`config.mk`:
```
export PLATFORM = sky130hd
export DESIGN_NAME = seq_booth_multiplier
export DESIGN_NICKNAME = d
export VERILOG_FILES = /design/src/rtl/mult_pkg.sv /design/src/rtl/booth_recoder.sv /design/src/rtl/seq_booth_multiplier.sv
export SDC_FILE = /design/constraint.sdc
export NUM_CORES = 1
export LEC_CHECK = 0
export CAP_MARGIN = 5
export CORE_ASPECT_RATIO = 1.1
export CORE_MARGIN = 2
export CORE_UTILIZATION = 60
export DETAILED_ROUTE_END_ITERATION = 10
export GPL_TIMING_DRIVEN = 0
export PLACE_DENSITY = 0.82
export SYNTH_ARGS = -nofsm -noshare
export SYNTH_HDL_FRONTEND = slang
export SYNTH_SLANG_ARGS = --single-unit
```
`constraint.sdc`:
```
create_clock -name clock -period 10.1 [get_ports clock]
set_input_delay 2.02 -clock clock [delete_from_list [all_inputs] [get_ports clock]]
set_output_delay 2.02 -clock clock [all_outputs]
set_load 0.01 [all_outputs]
```
`src/rtl/mult_pkg.sv`:
```
// Shared types for the sequential Booth multiplier: FSM states, radix-4 digits
// and the iteration count as a function of operand width.
package mult_pkg;

  typedef enum logic [1:0] {
    IDLE,
    CALC,
    DONE
  } state_t;

  typedef enum logic [2:0] {
    ZERO,
    POS1,
    POS2,
    NEG1,
    NEG2
  } booth_digit_t;

  // Operands are widened to width+2 bits, giving (width+2)/2 radix-4 digits.
  function automatic int booth_iters(input int width);
    return width / 2 + 1;
  endfunction

endpackage

```
`src/rtl/booth_recoder.sv`:
```
// Combinational radix-4 Booth recoder: {b[2i+1], b[2i], b[2i-1]} -> digit.
module booth_recoder
  import mult_pkg::*;
(
  input  logic [2:0]   i_bits,
  output booth_digit_t o_digit
);

  always_comb begin
    o_digit = ZERO;
    case (i_bits)
      3'b001, 3'b010: o_digit = POS1;
      3'b011:         o_digit = POS2;
      3'b100:         o_digit = NEG2;
      3'b101, 3'b110: o_digit = NEG1;
      default:        o_digit = ZERO;
    endcase
  end

endmodule

```
`src/rtl/seq_booth_multiplier.sv`:
```
// Sequential radix-4 Booth multiplier: WIDTH/2+1 CALC cycles, done WIDTH/2+2 cycles after accept.
// Optional macro MULT_ACC_EN adds input acc so the DONE state can accumulate into P.
module seq_booth_multiplier
  import mult_pkg::*;
#(
  parameter int WIDTH = 16
) (
  input  logic               clock,
  input  logic               reset,
  input  logic               start,
  input  logic               signed_mode,
`ifdef MULT_ACC_EN
  input  logic               acc,
`endif
  input  logic [WIDTH-1:0]   A,
  input  logic [WIDTH-1:0]   B,
  output logic [2*WIDTH-1:0] P,
  output logic               ready,
  output logic               done
);

  localparam int PW    = 2 * WIDTH;
  localparam int ITERS = booth_iters(WIDTH);
  localparam int CW    = $clog2(ITERS + 1);
  localparam logic [CW-1:0] LAST_CNT = CW'(ITERS - 1);

  state_t           r_state;
  state_t           w_state_nxt;
  logic [PW-1:0]    r_mcand;
  logic [PW-1:0]    r_acc;
  logic [PW-1:0]    r_p;
  logic [WIDTH+2:0] r_mplier;
  logic [CW-1:0]    r_cnt;
  logic             r_done;
  logic [WIDTH+1:0] w_a_ext;
  logic [WIDTH+1:0] w_b_ext;
  logic [PW-1:0]    w_term;
  booth_digit_t     w_digit;
`ifdef MULT_ACC_EN
  logic             r_acc_en;
`endif

  assign w_a_ext = signed_mode ? {{2{A[WIDTH-1]}}, A} : {2'b00, A};
  assign w_b_ext = signed_mode ? {{2{B[WIDTH-1]}}, B} : {2'b00, B};

  booth_recoder u_recoder (
    .i_bits  (r_mplier[2:0]),
    .o_digit (w_digit)
  );

  // Partial products are summed modulo 2^PW; only the low 2*WIDTH bits are kept.
  always_comb begin
    w_term = '0;
    case (w_digit)
      POS1:    w_term = r_mcand;
      POS2:    w_term = r_mcand << 1;
      NEG1:    w_term = -r_mcand;
      NEG2:    w_term = -(r_mcand << 1);
      default: w_term = '0;
    endcase
  end

  always_ff @(posedge clock or posedge reset) begin
    if (reset) r_state <= IDLE;
    else       r_state <= w_state_nxt;
  end

  always_comb begin
    w_state_nxt = r_state;
    case (r_state)
      IDLE:    if (start) w_state_nxt = CALC;
      CALC:    if (r_cnt == LAST_CNT) w_state_nxt = DONE;
      DONE:    w_state_nxt = IDLE;
      default: w_state_nxt = IDLE;
    endcase
  end

  always_ff @(posedge clock or posedge reset) begin
    if (reset) begin
      r_mcand  <= '0;
      r_mplier <= '0;
      r_acc    <= '0;
      r_cnt    <= '0;
      r_p      <= '0;
      r_done   <= 1'b0;
`ifdef MULT_ACC_EN
      r_acc_en <= 1'b0;
`endif
    end else begin
      r_done <= 1'b0;
      case (r_state)
        IDLE: begin
          if (start) begin
            r_mcand  <= {{(WIDTH-2){w_a_ext[WIDTH+1]}}, w_a_ext};
            r_mplier <= {w_b_ext, 1'b0};
            r_acc    <= '0;
            r_cnt    <= '0;
`ifdef MULT_ACC_EN
            r_acc_en <= acc;
`endif
          end
        end
        CALC: begin
          r_acc    <= r_acc + w_term;
          r_mcand  <= r_mcand << 2;
          r_mplier <= r_mplier >> 2;
          r_cnt    <= r_cnt + 1'b1;
        end
        DONE: begin
`ifdef MULT_ACC_EN
          r_p <= r_acc_en ? (r_p + r_acc) : r_acc;
`else
          r_p <= r_acc;
`endif
          r_done <= 1'b1;
        end
        default: ;
      endcase
    end
  end

  assign P     = r_p;
  assign ready = (r_state == IDLE);
  assign done  = r_done;

endmodule

```
# Word level (Yosys, flattened, before mapping)
# Index checks and enable logic that the tools add are counted.
# op_classes
n_eq_ne	15
addsub	4
muxes	16
n_reduce_logical	6
# ops
cell	count
one-hot mux 32 bit (2 select lines)	2
one-hot mux 32 bit (4 select lines)	1
two-way mux 32 bit	2
negation 32 bit	2
one-hot mux 19 bit (2 select lines)	1
two-way mux 18 bit	2
adder 32 bit	1
two-way mux 19 bit	1
== test 3 x 2 -> 1 bit, second input constant	4
== test 3 bit, second input constant	4
one-hot mux 3 bit (4 select lines)	1
one-hot mux 4 bit (2 select lines)	1
== test 3 x 1 -> 1 bit, second input constant	2
adder 4 x 1 -> 4 bit, second input constant	1
== test 4 bit, second input constant	1
two-way mux 2 bit	2
two-way mux 4 bit	1
!= test 2 bit, second input constant	2
one-hot mux 2 bit (2 select lines)	1
AND reduction 2 bit	2
OR reduction 2 bit	2
== test 2 x 1 -> 1 bit, second input constant	1
== test 2 bit, second input constant	1
zero test 2 bit	1
2 further kinds	2
# totals
reg_bits	122
wordCells	48
out_inout_bits	34
input_bits	36

# Longest topological paths before layout
# Gate-level depths: netlist of run 1.
# depth
ltp_word	7
ltp_mapped	20

# Hierarchy
# Synthesis of run 1 repeated with hierarchy kept, for this count alone.
# unflattened
hier_cells	904
hier_area_um2	8111.5
# modules_own_cells
mod	area_each_um2	n_inst	cells_each
seq_booth_multiplier	8077.7	1	900
booth_recoder	33.8	1	4

# Least setup slack after synthesis of run 1
# Ideal clock, no wire load.
# synth_timing
kind	reg2reg
start	register r_mcand[2]
end	register r_acc[30]
stages_incl_launch_ff	18
required_time_ps	9969
arrival_time_ps	4415
period_less_slack_ps	4546
path_slack_ps	5554
path_cell_list	dfrtp_1 buf_2 or4_1 or3_1 or3_1 clkbuf_1 nand3_1 nand2_1 a22oi_1 o21ai_0 ha_1 a2111o_1 o22ai_1 o21ai_0 o211ai_1 a21oi_1 o311a_1 or3_1
# synth_via
elab_chain_cells	4
elab_cells_between_ends	5
classes_between	add/sub (3); mux (2)
# synth_lines
element	line	text
start: declaration	seq_booth_multiplier.sv:29	logic [PW-1:0] r_mcand;
start signal: assignment	seq_booth_multiplier.sv:94	r_mcand <= {{(WIDTH-2){w_a_ext[WIDTH+1]}}, w_a_ext};
start signal: assignment	seq_booth_multiplier.sv:105	r_mcand <= r_mcand << 2;
negation 32 bit, on equally long branches	seq_booth_multiplier.sv:57, seq_booth_multiplier.sv:58	
one-hot mux 32 bit (4 select lines) (*)	seq_booth_multiplier.sv:54	case (w_digit)
adder 32 bit (*)	seq_booth_multiplier.sv:104	r_acc <= r_acc + w_term;
one-hot mux 32 bit (2 select lines) (*)	seq_booth_multiplier.sv:91	case (r_state)
end signal: assignment	seq_booth_multiplier.sv:104	
end: declaration	seq_booth_multiplier.sv:30	logic [PW-1:0] r_acc;
# Mark *: on every way between the ends. The rest lies on a longest branch, timed or not.
# A chain may end at the register's enable or synchronous reset.

# Worst setup path in the final report of run 1
# layout_timing
start	register r_mcand[1]
end	register r_acc[27]
# Same word-level chain as after synthesis.

==> impl_metrics.ini, run 1 <==
[clock_network]
cts_tree = yes
cts_hold_buf = 0
insertion_delay_ps = 430
cts_made_buffers = 17
cts-root-buf = clkbuf_16
h-tree-depth = 4
clkSinkCount = 121
cts_resized = 0
post_cts_buffers = 0
clk_pin_slew_worst_paths_ps = 60
clockBufferDepth = 2

[global_route]
antenna_found_initial = 0
grt_usage = 0.334
overflow = 0
grt_max_degree = 74
grt_pass1_vias = 7440
grt_pass1_wl_um = 38500

[timing]
setup_viol = 0
timing.final.crit_share = 0.555
tns_ps = 0
holdWs_ps = 498
hold_violations = 0
rsz0062_at_grt = false
relSlewSlack = 0.296
finClkSkew_ps = 13.0
post-route-min-period_ps = 5600
slew_viol_final = 0
clock.fmax_mhz = 178
worst_pin_slew_ps = 1050

[worst_setup_path]
worst-setup-path-type = reg2reg
crit_family = compound AO/OA/AOI/OAI gates
critical_path.cell_chain = inv_1, ha_1, nor3b_1, nand4_1, or3_1, nor3_1, nand2b_1, xnor2_1, a221oi_1, a21oi_1, ha_1, and3_1, nand3_1, o21ai_0, o211ai_1, a211oi_1, o21ai_0, a32o_1
start_kind = flip-flop
cp_slowest_cell = a211oi_1
cp.buffers_inverters = 1
slowest_delay_ps = 550
crit_required_ps = 10420
crit_fanout = 7
end_kind = flip-flop
cp_data_arrival_time_ps = 5920

[final_layout]
finalNetCount = 1104
antenna_cells = 0
final_area_um2 = 9800
instances_no_fill = 1230
utilization = 0.735
drive_gt1_frac = 0.0803
area_growth_pct = 18.5

[synth]
synth_xor_area_frac = 0.0530
synth-seq-cells = 121
avgSynthCellArea_um2 = 8.76
synth_flop_cell = dfrtp_1
synth.yosys.warnings = 0
postSynth.asyncResetShare = 1.00
synth_cells = 944
synth.distinct_cells = 62
synth_area_um2 = 8270
muxShareOfSynthArea = 0.0510
synthSimpleGateAreaFrac = 0.161
synth-edff-count = 0
synthAdderAreaFrac = 0.0539
syn_nets = 1015
synth_top_family_by_area = compound AO/OA/AOI/OAI gates
synth-compound-area-share = 0.269
yosysSeqAreaShare = 0.366

[die]
core_um2 = 13300
io_pins = 70
die-area_um2 = 14700
row_count = 44
die-width_um = 116
initial_utilization = 0.620
dieHeight_um = 127

[routing]
met1Wirelength_um = 9810
viasPerCell = 6.46
post_drt_wl_per_cell_um = 19.4
vias = 7943
wl_met3_um = 1970
drt-total-wl_um = 23800
dr.pass1.iters = 6
dr_wl_met2_um = 11200
ant_nets = 0
drc_errors = 0
dr.max_layer_used = met4
drtIter0Drc = 884

[placed_design]
dp_hpwl_um = 17100
gp_congestion = 0.986
placed_area_um2 = 9220
io_buffers = 69
placed_cells = 1198

[hold_path]
hp-class = reg2reg

[power_and_ir_drop]
p_leak_nw = 4.14
max-vdd-ir-drop_v = 0.000184
power_density_nw_per_um2 = 420

[run_status]
status = complete, no violations

[flow_run]
maxCapViolCount = 0
Yosys cell counts (6+ instances only):
cell type | number | share of area
ha_1 | 34 | 0.051
o211ai_1 | 6 | 0.0054
nor3_1 | 20 | 0.012
nand2_1 | 99 | 0.045
a221o_1 | 21 | 0.025
buf_1 | 7 | 0.0032
a211oi_1 | 6 | 0.0054
a21o_1 | 17 | 0.015
nor3b_1 | 17 | 0.015
nor2b_1 | 11 | 0.0083
xor2_1 | 12 | 0.013
nor2_1 | 43 | 0.020
a21oi_1 | 52 | 0.031
o21ai_0 | 105 | 0.064
or2_2 | 6 | 0.0045
o31ai_1 | 9 | 0.0082
nor4_1 | 6 | 0.0045
clkbuf_1 | 66 | 0.030
nand2b_1 | 10 | 0.0076
dfrtp_1 | 121 | 0.37
inv_1 | 21 | 0.0095
nand4_1 | 6 | 0.0045
or3_1 | 20 | 0.015
a22o_1 | 7 | 0.0074
a22oi_1 | 59 | 0.054
nand3_1 | 12 | 0.0073
a221oi_1 | 6 | 0.0064
mux2_2 | 33 | 0.045
xnor2_1 | 38 | 0.040
power by group:
part           leakage (nW)  total (mW)  internal, mW  switching (mW)
combinational          2.29        2.64          1.08            1.56
sequential             1.58       0.874         0.708           0.166
clock                 0.276       0.601         0.347           0.255
per-layer routing:
metal	vias up	GRT usage
met2	428	0.531
met3	69	0.0574
met5	-	0
li1	3676	-
met1	3770	0.453
met4	0	0.139
per-stage QoR:
stage | worst slack [ps] | total power, mW
final | 4500 | 4.11
after global routing | 4240 | 4.41
after CTS | 4690 | 4.05
after detailed placement | 4740 | 3.42
after global placement | 3110 | 3.36
after floorplan | 4870 | 2.73
sequential cells by signal, indices dropped and copies added (netlist names):
register,count
r_cnt,4
r_mcand,32
r_acc,32
r_mplier,18
P,32
done,1
r_state,2
cell usage in the layout (no fill, tap or decap), drive strengths merged, types with 21 or more instances in the layout:
master,Yosys,routed
xnor2,38,38
a22oi,59,59
ha,34,34
nor2,43,43
mux2,33,33
or3,22,22
nand2,99,99
clkdlybuf4s50,0,69
inv,21,29
dfrtp,121,121
a221o,21,21
clkbuf,67,84
a21oi,52,52
o21ai,107,107
final cells by class:
cell class | instances | area [µm²]
multi-input combinational | 724 | 4850
buffer | 78 | 305
timing repair buffer | 70 | 718
clock inverter | 15 | 154
inverter | 21 | 83.8
sequential | 121 | 3030
clock buffer | 17 | 425
tap | 184 | 230
fill | 1053 | 3520
cells by family (layout without fill, tap and decap cells):
group,after synthesis,in the layout
AO/OA/AOI/OAI,333,333
XOR/XNOR,50,50
adder cells (fa/ha/maj),35,35
buffers and inverters,99,201
flip-flops,121,121
multiplexers,38,38
AND/OR/NAND/NOR,268,268
worst reg2reg max path, stage by stage, from the launching register on:
cell      delay [ps]
dfrtp_1          490
inv_1            120
ha_1             270
nor3b_1          430
nand4_1          290
or3_1            450
nor3_1           270
nand2b_1         170
xnor2_1          100
a221oi_1         320
a21oi_1          130
ha_1             430
and3_1           190
nand3_1           70
o21ai_0          430
o211ai_1         290
a211oi_1         550
o21ai_0          200
a32o_1           290
worst paths after layout:
kind                            slack, ps         start           end  cells past startpoint
worst max register to register       4500    r_mcand[1]     r_acc[27]                     18
worst min-delay path                  500  r_mplier[16]  r_mplier[16]                      2
max in group asynchronous            7370         reset         P[15]                      3
worst min register to register        500  r_mplier[16]  r_mplier[16]                      2
min in group asynchronous            1990         reset   r_mcand[26]                      2
worst max-delay path                 4500    r_mcand[1]     r_acc[27]                     18
Power figures use the tool's default switching activity.
==> inputs of run 2 (changes only) <==
- CORE_UTILIZATION: 60 -> 59
- PLACE_DENSITY: 0.82 -> 0.81
- clock period: 10.1 -> 5.39 ns (I/O delays scaled with it)
==> run 2 against run 1 <==
  * Sequential power rose by 88%
  * Total power grew 89%
  * Count of clock-buffer cells in the layout is 1 higher
  * Critical endpoint is now r_acc[30]
  * Critical path depth down 1
  * Largest cell class unchanged
  * Sequential cell count unchanged
==> impl_metrics.ini, run 2 (synthesized netlist as in run 1, its figures left out) <==
[power_and_ir_drop]
p_leak_nw = 4.18
power_density_nw_per_um2 = 789
p_sw_mw = 3.76
max-vdd-ir-drop_v = 0.000417
p_comb_frac = 0.646
pwr-share-seq = 0.211
pwr-share-clk = 0.144
p_int_mw = 4.03
switching_share = 0.483
power_mw = 7.79

[routing]
vias = 8001
drt-total-wl_um = 24300
viasPerCell = 6.47
ant_nets = 0
drc_errors = 0
dr.pass1.iters = 8
drtIter0Drc = 923
post_drt_wl_per_cell_um = 19.7

[global_route]
grt_pass1_vias = 7502
antenna_found_initial = 0
overflow = 0
grt_pass1_wl_um = 39000
grtUsageMet3 = 0.0700
grt_max_degree = 63
gr-usage-met2 = 0.510
grt_usage = 0.337
busiest_layer = met2
use_met1 = 0.454

[worst_setup_path]
cp_data_arrival_time_ps = 5490
r2r_start = r_mcand[3]
crit_required_ps = 5700
end_kind = flip-flop
crit_fanout = 9
start_kind = flip-flop
startpoint = r_mcand[3]
worst-setup-path-type = reg2reg

[clock_network]
insertion_delay_ps = 440
cts_made_buffers = 17
clkSinkCount = 121
cts_tree = yes
clockBufferDepth = 2
clk_pin_slew_worst_paths_ps = 60
cts-root-buf = clkbuf_16
cts_hold_buf = 0
h-tree-depth = 4

[placed_design]
gp_congestion = 0.984
dp_hpwl_um = 17200
io_buffers = 69

[timing]
tns_ps = 0
relSlewSlack = 0.345
finClkSkew_ps = 12.5
post-route-min-period_ps = 5190
clock.fmax_mhz = 193
timing.final.crit_share = 0.963
rsz0062_at_grt = false
worst_pin_slew_ps = 979
holdWs_ps = 492
hold_violations = 0
setup_viol = 0
slew_viol_final = 0

[die]
die-area_um2 = 15000
core_um2 = 13700
die-width_um = 117
dieHeight_um = 128
io_pins = 70
row_count = 45
initial_utilization = 0.602

[final_layout]
finalNetCount = 1107
final_common_cell = dfrtp_1
area_growth_pct = 19.5
layout_common_cells = 121 x dfrtp_1, 101 x o21ai_0, 99 x nand2_1, 69 x clkdlybuf4s50_1, 65 x clkbuf_1
drive_gt1_frac = 0.0934
antenna_cells = 0
fillers = 1110

[hold_path]
min_from = r_mplier[16]
hp-class = reg2reg

[run_status]
status = complete, no violations

[flow_run]
maxCapViolCount = 0
## run 2: changes by cell type in the layout (fill, tap and decap cells not counted), sizes merged
cell      delta
buf          +3
inv          -2
clkbuf       +1
clkinvlp     +1
## run 2: final timing paths
| kind | endpoint | slack (ps) | cells after the start |
|---|---|---|---|
| min in group asynchronous | r_mcand[24] | 1070 | 2 |
| hold reg to reg | r_mplier[16] | 490 | 2 |
| max in group asynchronous | r_mcand[15] | 3630 | 3 |
| hold / removal | r_mplier[16] | 490 | 2 |
| setup reg to reg | r_acc[30] | 200 | 17 |
| setup / recovery | r_acc[30] | 200 | 17 |
## run 2: timing repair
action / in CTS / in global routing
setup endpoints to repair: 1 / 12
pin swaps: 1 / 2
buffers inserted: 1 / 2
resized for setup: 0 / 17
## run 2: layout make-up
cell class	count	area, µm²	share of cell area
multi-input combinational	724	4900	0.497
clock buffer	18	439	0.0445
sequential	121	3030	0.307
timing repair buffer	73	741	0.0750
tap	188	235	0.0238
clock inverter	14	138	0.0139
inverter	21	83.8	0.00849
buffer	78	307	0.0310
## run 2: power by group through the flow
stage	registers [mW]	logic, mW	clock network, mW
floorplan	1.59	3.52	0
global placement	1.63	4.66	0
detailed placement	1.64	4.78	0
CTS	1.63	4.84	1.12
global route	1.69	5.49	1.17
finish	1.64	5.03	1.12
## run 2: stage by stage
stage	std cells	util	cell area, µm²	setup slack, ps
after floorplan	944	-	8270	844
after global placement	1201	0.669	9190	-617
after detailed placement	1202	0.671	9220	64.3
after CTS	1235	0.714	9810	62.5
after global routing	1237	0.719	9880	10.6
final	1237	0.719	9880	202
## run 2: worst max-delay path, stage by stage, from the launching register on
cell	delay, ps
dfrtp_1	360
clkbuf_1	250
or4_1	460
or3_1	400
or3_1	330
clkbuf_1	190
nand3_1	160
nand2_1	100
a22oi_1	180
o21ai_0	160
ha_1	380
a2111o_1	460
o22ai_2	290
o21ai_2	150
o211ai_1	320
a21oi_2	140
o311a_1	340
or3_1	380
## run 2: per-layer routing
layer | routed length, µm | vias up
met2 | 11100 | 458
met4 | 1340 | 0
met5 | 0 | -
met3 | 2040 | 102
met1 | 9850 | 3763
li1 | - | 3678
